[src/rtl/if_fetch.sv]
// Instruction fetch unit: owns the fetch PC, issues in-order word requests and queues returned words for decode.
// Optional macro IF_MISALIGN_CHK_EN: a misaligned redirect target pulses if_misalign_o and halts fetch.
module if_fetch #(
  parameter logic [31:0] RESET_PC   = 32'h0,
  parameter int          FIFO_DEPTH = 4,
  parameter int          CNT_W      = 3
) (
  input  logic        clk,
  input  logic        rst,
  output logic        if_mem_req_o,
  output logic [31:0] if_mem_addr_o,
  input  logic        mem_gnt_i,
  input  logic        mem_rvalid_i,
  input  logic [31:0] mem_rdata_i,
  input  logic        fc_bk_if_i,
  input  logic        id_jump_flag_i,
  input  logic [31:0] id_jump_pc_i,
  input  logic        ex_btype_flag_i,
  input  logic [31:0] ex_btype_pc_i,
  output logic [31:0] if_inst_o,
  output logic [31:0] if_pc_o,
  output logic        if_inst_valid_o,
  output logic        if_misalign_o
);

  localparam int PW = (FIFO_DEPTH > 1) ? $clog2(FIFO_DEPTH) : 1;
  localparam logic [CNT_W-1:0] DEPTH_C = CNT_W'(FIFO_DEPTH);

  // Handshakes: a request is accepted in the cycle req_o && gnt_i, and req_o/addr_o never change
  // while waiting for gnt_i. Decode takes the head in the cycle valid_o && !fc_bk_if_i.
  logic [31:0]      pc_mem_q   [FIFO_DEPTH];
  logic [31:0]      inst_mem_q [FIFO_DEPTH];
  logic [PW-1:0]    head_q, tail_q, fill_q;
  logic [PW-1:0]    head_d, tail_d, fill_d;
  logic [CNT_W-1:0] occ_q, nfill_q, discard_q;
  logic [CNT_W-1:0] occ_d, nfill_d, discard_d;
  logic [31:0]      fetch_pc_q, fetch_pc_d, addr_q, addr_d;
  logic             req_q, req_d, stale_q, stale_d, halt_q, halt_d, misalign_q, misalign_d;

  logic             redirect, tgt_bad, granted, alloc, fill, drop, consume, valid;
  logic [31:0]      raw_tgt, tgt;
  logic [CNT_W-1:0] unfilled;

  always_comb begin
    redirect = ex_btype_flag_i | id_jump_flag_i;
    raw_tgt  = ex_btype_flag_i ? ex_btype_pc_i : id_jump_pc_i;
`ifdef IF_MISALIGN_CHK_EN
    tgt      = raw_tgt;
    tgt_bad  = (raw_tgt[1:0] != 2'b00);
`else
    tgt      = raw_tgt & ~32'h3;
    tgt_bad  = 1'b0;
`endif
    granted  = req_q & mem_gnt_i;
    // A grant for a request issued before a redirect carries no queue entry.
    alloc    = granted & ~stale_q & ~redirect;
    unfilled = occ_q - nfill_q;
    drop     = mem_rvalid_i & (discard_q != '0);
    fill     = mem_rvalid_i & (discard_q == '0) & (unfilled != '0) & ~redirect;
    valid    = (nfill_q != '0);
    consume  = valid & ~fc_bk_if_i & ~redirect;

    occ_d      = occ_q + CNT_W'(alloc) - CNT_W'(consume);
    nfill_d    = nfill_q + CNT_W'(fill) - CNT_W'(consume);
    head_d     = head_q + PW'(consume);
    tail_d     = tail_q + PW'(alloc);
    fill_d     = fill_q + PW'(fill);
    discard_d  = discard_q - CNT_W'(drop) + CNT_W'(granted & stale_q);
    fetch_pc_d = alloc ? (fetch_pc_q + 32'd4) : fetch_pc_q;
    halt_d     = halt_q;
    misalign_d = 1'b0;

    if (redirect) begin
      occ_d      = '0;
      nfill_d    = '0;
      head_d     = '0;
      tail_d     = '0;
      fill_d     = '0;
      // Every response still owed by memory must be thrown away.
      discard_d  = discard_q + unfilled + CNT_W'(granted) - CNT_W'(mem_rvalid_i);
      fetch_pc_d = tgt;
      halt_d     = tgt_bad;
      misalign_d = tgt_bad;
    end

    if (req_q && !mem_gnt_i) begin
      req_d   = 1'b1;
      addr_d  = addr_q;
      stale_d = stale_q | redirect;
    end else begin
      req_d   = (occ_d < DEPTH_C) & ~halt_d;
      addr_d  = fetch_pc_d;
      stale_d = 1'b0;
    end
  end

  always_ff @(posedge clk) begin
    if (rst) begin
      req_q      <= 1'b0;
      addr_q     <= RESET_PC;
      fetch_pc_q <= RESET_PC;
      stale_q    <= 1'b0;
      halt_q     <= 1'b0;
      misalign_q <= 1'b0;
      occ_q      <= '0;
      nfill_q    <= '0;
      discard_q  <= '0;
      head_q     <= '0;
      tail_q     <= '0;
      fill_q     <= '0;
    end else begin
      req_q      <= req_d;
      addr_q     <= addr_d;
      fetch_pc_q <= fetch_pc_d;
      stale_q    <= stale_d;
      halt_q     <= halt_d;
      misalign_q <= misalign_d;
      occ_q      <= occ_d;
      nfill_q    <= nfill_d;
      discard_q  <= discard_d;
      head_q     <= head_d;
      tail_q     <= tail_d;
      fill_q     <= fill_d;
    end
  end

  // Payload storage needs no reset: the counters decide what is visible.
  always_ff @(posedge clk) begin
    if (alloc) pc_mem_q[tail_q] <= addr_q;
    if (fill) inst_mem_q[fill_q] <= mem_rdata_i;
  end

  assign if_mem_req_o    = req_q;
  assign if_mem_addr_o   = addr_q;
  assign if_inst_valid_o = valid;
  assign if_inst_o       = valid ? inst_mem_q[head_q] : 32'h0;
  assign if_pc_o         = valid ? pc_mem_q[head_q] : 32'h0;
  assign if_misalign_o   = misalign_q;

endmodule

[config.mk]
export PLATFORM = sky130hd
export DESIGN_NAME = if_fetch
export DESIGN_NICKNAME = d
export VERILOG_FILES = /design/src/rtl/if_fetch.sv
export SDC_FILE = /design/constraint.sdc
export NUM_CORES = 1
export LEC_CHECK = 0
export CAP_MARGIN = 0
export CORE_UTILIZATION = 59
export DETAILED_ROUTE_END_ITERATION = 16
export GPL_TIMING_DRIVEN = 0
export PLACE_DENSITY = 0.86
export SYNTH_ARGS = -nofsm -noshare
export SYNTH_HDL_FRONTEND = slang
export SYNTH_SLANG_ARGS = --single-unit
export TNS_END_PERCENT = 1
[constraint.sdc]
create_clock -name clk -period 8 [get_ports clk]
set_clock_uncertainty 0.15 [all_clocks]
set_input_delay 0.8 -clock clk [delete_from_list [all_inputs] [get_ports clk]]
set_output_delay 0.8 -clock clk [all_outputs]
set_load 0.1 [all_outputs]
# Word-level counts from Yosys, hierarchy flattened
# Memory sizes are Yosys's and may differ from the RTL's. A register that Yosys moved wholly into a read port is not among the register bits.
# Index checks and enable logic that the tools add are counted.
[totals]
output_inout_bits = 99
wordCells = 69
memories = 2
in_bits = 103
regBits = 82
mem_bits_rw = 256
[classes]
order_cmp = 1
bitwise = 18
n_reduce_logical = 8
n_mux = 15
n_addsub = 14
[memory_table]
columns = ["name", "words", "width", "rd", "rd_clocked_by_memory_dff", "write_ports", "line_no", "rtl"]
rows = [
  ["inst_mem_q", 4, 32, 1, 1, 1, "32", "logic [31:0] inst_mem_q [FIFO_DEPTH];"],
  ["pc_mem_q", 4, 32, 1, 1, 1, "31", "logic [31:0] pc_mem_q [FIFO_DEPTH];"],
]
[op_table]
columns = ["operator", "count"]
rows = [
  ["$mux W32", 5],
  ["$add A32 B3 Y32 const B", 1],
  ["$add A3 B1 Y3", 4],
  ["$sub A3 B1 Y3", 4],
  ["$and A1 B1 Y1", 11],
  ["$reduce_bool A3 Y1", 3],
  ["$add A2 B1 Y2", 3],
  ["$mux W1", 6],
  ["$mux W3", 2],
  ["$not A1 Y1", 5],
  ["$mux W2", 2],
  ["$reduce_or A2 Y1", 2],
  ["$add A3 B3 Y3", 1],
  ["$logic_not A3 Y1", 1],
  ["$lt A3 B3 Y1 const B", 1],
  ["$sub A3 B3 Y3", 1],
  ["$or A1 B1 Y1", 2],
  ["$logic_and A1 B1 Y1", 1],
  ["$logic_not A1 Y1", 1],
]

# Depth between registers and ports, before layout
[depth]
word_depth = 9
depth_mapped = 13
depth_no_buf = 12

# Worst setup path after synthesis
# OpenSTA, ideal clock, no wires.
[synth_timing]
kind = "input-to-reg"
from = "input port ex_btype_flag_i"
to = "memory inst_mem_q[1][0], enable pin"
cell_stages = 5
t_arrival_ps = 4164
setup_ps = 468
path_slack_ps = 3218
cell_sequence = "buf_6 nor2_1 buf_1 o2111ai_1 nor3b_1"
[synth_between]
elab_chain_len = 5
[synth_rtl]
columns = ["item", "line_no", "rtl"]
rows = [
  ["start: declaration", "18", "input logic ex_btype_flag_i,"],
  ["$or A1 B1 Y1", "45", "redirect = ex_btype_flag_i | id_jump_flag_i;"],
  ["$not A1 Y1", "59", "fill = mem_rvalid_i & (discard_q == '0) & (unfilled != '0) & ~redirect;"],
  ["$and A1 B1 Y1", "59", ""],
  ["$mux W1", "130", "if (fill) inst_mem_q[fill_q] <= mem_rdata_i;"],
  ["$mux W1 (not written as such)", "130", ""],
  ["end: declaration", "32", ""],
]
# Every way passes these cells.

==> impl_metrics.json <==
{
  "status": "complete, no violations",
  "synth_ff_type": "edfxtp_1",
  "relSlewSlack_pct": 27.1,
  "ctsResizeCount": 0,
  "r2r-start": "occ_q[0]$_SDFF_PP0_",
  "insertion_delay_ns": 0.55,
  "rsz0062_at_grt": "no",
  "syn_area_sq_um": 13800,
  "drive_above_1_share_pct": 13.6,
  "crit_path_top_delay_cell": "clkdlybuf4s50_1",
  "cts_hold_buf": 0,
  "placementRows": 55,
  "min_from": "halt_q$_SDFF_PP0_",
  "critPathArrivalTime_ns": 3.74,
  "setup_viol": 0,
  "die_w_um": 155,
  "cts_buffers": 31,
  "dr.pass1.iters": 5,
  "stdcell_count": 1474,
  "reg2reg_to": "inst_mem_q[1][8]$_DFFE_PP_",
  "fmax_mhz": 213,
  "timing.final.ws_setup_ns": 3.31,
  "layout_common_cells": "256 x edfxtp_1, 194 x clkdlybuf4s50_1, 82 x dfxtp_1, 75 x and2_1, 69 x nor2_1",
  "synthCells": 896,
  "path_buf_inv": 3,
  "antenna_found_initial": 0,
  "cts_tree": "built",
  "hold_ws_ns": 0.348,
  "worst_setup_path_end_kind": "primary output",
  "synth-seq-cells": 338,
  "powerDensity_nw_per_um2": 222,
  "hold_viol_final": 0,
  "postCtsSetupBuffers": 0,
  "whs_path_depth": 1,
  "wirelength_um": 31600,
  "area_growth_syn_to_layout_pct": 26.4,
  "dp.cells": 1417,
  "gp_congestion": 0.924,
  "drv_cap": 0,
  "hpwl_um": 21900,
  "drt_iter0_drc": 552,
  "grt_max_degree": 33,
  "total_power_mw": 3.88,
  "setup_tns_ns": 0,
  "wl_per_cell_um": 21.5,
  "leakagePower_nw": 5.86,
  "diodes": 0,
  "multi_input_area_sq_um": 4270,
  "path_class": "flip-flop to primary output",
  "grt_overflow_total": 0,
  "clk_pin_slew_ns": 0.07,
  "final_common_cell": "edfxtp_1",
  "clockBufferDepth": 3,
  "grt_pass1_wl_um": 48700,
  "drv_slew": 0,
  "io_pins": 202,
  "via_per_inst": 5.81,
  "ff2ff_path_depth": 9,
  "worst-r2r-setup-slack_ns": 4.60,
  "synth_nets": 1015,
  "first_global_vias": 8774,
  "min_to": "halt_q$_SDFF_PP0_",
  "synth_cell_type_count": 62,
  "io_buffers": 194,
  "cts.sink_count": 338,
  "path_max_fanout": 10,
  "core_region_area_sq_um": 22800,
  "grt_util_all_layers_pct": 26.9,
  "cp_top_family": "buffers and inverters",
  "root_buffer": "clkbuf_16",
  "dpl_worst_slack_ns": 3.79,
  "htreeDepth": 1,
  "layout_min_cycle_time_ns": 4.69,
  "critPathRequiredTime_ns": 7.05,
  "start_util_pct": 60.6,
  "synth_enable_flop_cells": 256,
  "async_flop_share_pct": 0,
  "drc_errors": 0,
  "area.sequential_sq_um": 9330,
  "die_area_sq_um": 24100,
  "peakVddDrop_mv": 0.120,
  "worst_slew_pin_slew_ns": 1.09,
  "final_nets": 1256,
  "crit_chain": "buf_1, buf_2, mux4_2, and2_1, clkdlybuf4s50_1",
  "slowest_delay_ns": 0.99,
  "fin_crit_sh_pct": 58.6,
  "fillers": 1323,
  "yosys_warnings": 0,
  "ant_nets": 0,
  "setup.worst_path.start_class": "flip-flop",
  "vias": 8565,
  "die_y_um": 155,
  "hold_path.class": "flip-flop to flip-flop",
  "ys_seq_area_share_pct": 67.4,
  "syn_avg_cell_area_sq_um": 15.5
}
## where the power goes
group	switching [mW]	internal (mW)
Sequential	0.0413	1.92
Combinational	0.213	0.122
Clock	0.616	0.960
## synth_stat cells (6+ instances only)
cell | n | area share (%)
fa_1 | 6 | 0.87
dfxtp_1 | 82 | 12
o22a_1 | 7 | 0.44
nand3_1 | 15 | 0.54
ha_1 | 10 | 0.90
xnor2_1 | 35 | 2.2
o21ai_0 | 9 | 0.33
a21oi_1 | 11 | 0.40
nor3_1 | 11 | 0.40
nor2_1 | 71 | 1.9
a211oi_1 | 9 | 0.49
xor2_1 | 9 | 0.57
clkbuf_1 | 35 | 0.95
mux4_2 | 64 | 10
edfxtp_1 | 256 | 56
buf_1 | 10 | 0.27
inv_1 | 16 | 0.43
nand4_1 | 13 | 0.59
o221ai_1 | 6 | 0.38
o22ai_1 | 6 | 0.27
and3_1 | 11 | 0.50
and2_1 | 75 | 3.4
nand2_1 | 44 | 1.2
nand2b_1 | 14 | 0.63
## flip-flops by register name (all words and copies together), names as in the netlist
signal	flops
discard_q	3
fetch_pc_q	32
fill_q	2
halt_q	1
head_q	2
if_mem_addr_o	32
if_mem_req_o	1
inst_mem_q	128
nfill_q	3
occ_q	3
pc_mem_q	128
stale_q	1
tail_q	2
## worst register-to-register path, delay by kind of cell, from the launching register on
family | cells | cell delay [ns]
fa+ha+maj | 2 | 0.58
buf+inv | 3 | 0.45
xor+xnor | 2 | 0.37
compound gates | 1 | 0.36
simple gates | 1 | 0.87
flops | 1 | 0.34
## routing by layer
metal  part of all wire, %  wire length (um)  GRT usage, %  vias to the layer above
met5                     0                 0             0                        -
met4                   2.1               668          6.91                        0
met3                   7.4              2340          4.76                       55
met2                    51             16100          46.9                      359
met1                    40             12600          35.1                     4289
li1                      -                 -             -                     3862
## through the flow
step / instance area (sq um) / utilization (%)
after floorplan: 13800 / -
after detailed placement: 16400 / 71.8
after CTS: 17500 / 76.6
final: 17500 / 76.6
after global routing: 17500 / 76.6
after global placement: 16200 / 70.8
## worst max path at each step
| stage | start | slack [ns] | cells after the start | endpoint |
|---|---|---|---|---|
| after CTS | head_q[0]$_SDFF_PP0_ | 3.20 | 5 | if_pc_o[11] |
| after global routing | head_q[0]$_SDFF_PP0_ | 3.10 | 5 | if_pc_o[20] |
| after global placement | id_jump_flag_i | 0.92 | 5 | inst_mem_q[1][29]$_DFFE_PP_ |
| after detailed placement | head_q[0]$_SDFF_PP0_ | 3.79 | 5 | if_pc_o[11] |
| final | head_q[0]$_SDFF_PP0_ | 3.31 | 5 | if_pc_o[11] |
| after floorplan | ex_btype_flag_i | 3.22 | 5 | inst_mem_q[1][0]$_DFFE_PP_ |
## layout make-up
| cell class | instances | area share (%) |
|---|---|---|
| inverter | 18 | 0.386 |
| tap | 313 | 2.24 |
| buffer | 52 | 1.22 |
| clock buffer | 31 | 4.43 |
| timing repair buffer | 208 | 12.1 |
| multi-input combinational | 488 | 24.4 |
| clock inverter | 26 | 1.86 |
| sequential | 338 | 53.3 |
## cells by family after synthesis
group,count (synthesis),synth area share [%]
compound gates,77,4.28
xor+xnor,44,2.78
fa+ha+maj,16,1.77
buf+inv,70,2.02
flops,338,67.4
mux,69,10.8
other cells,1,0.0271
simple gates,281,10.9
No activity file was read; power rests on OpenSTA's default activity.
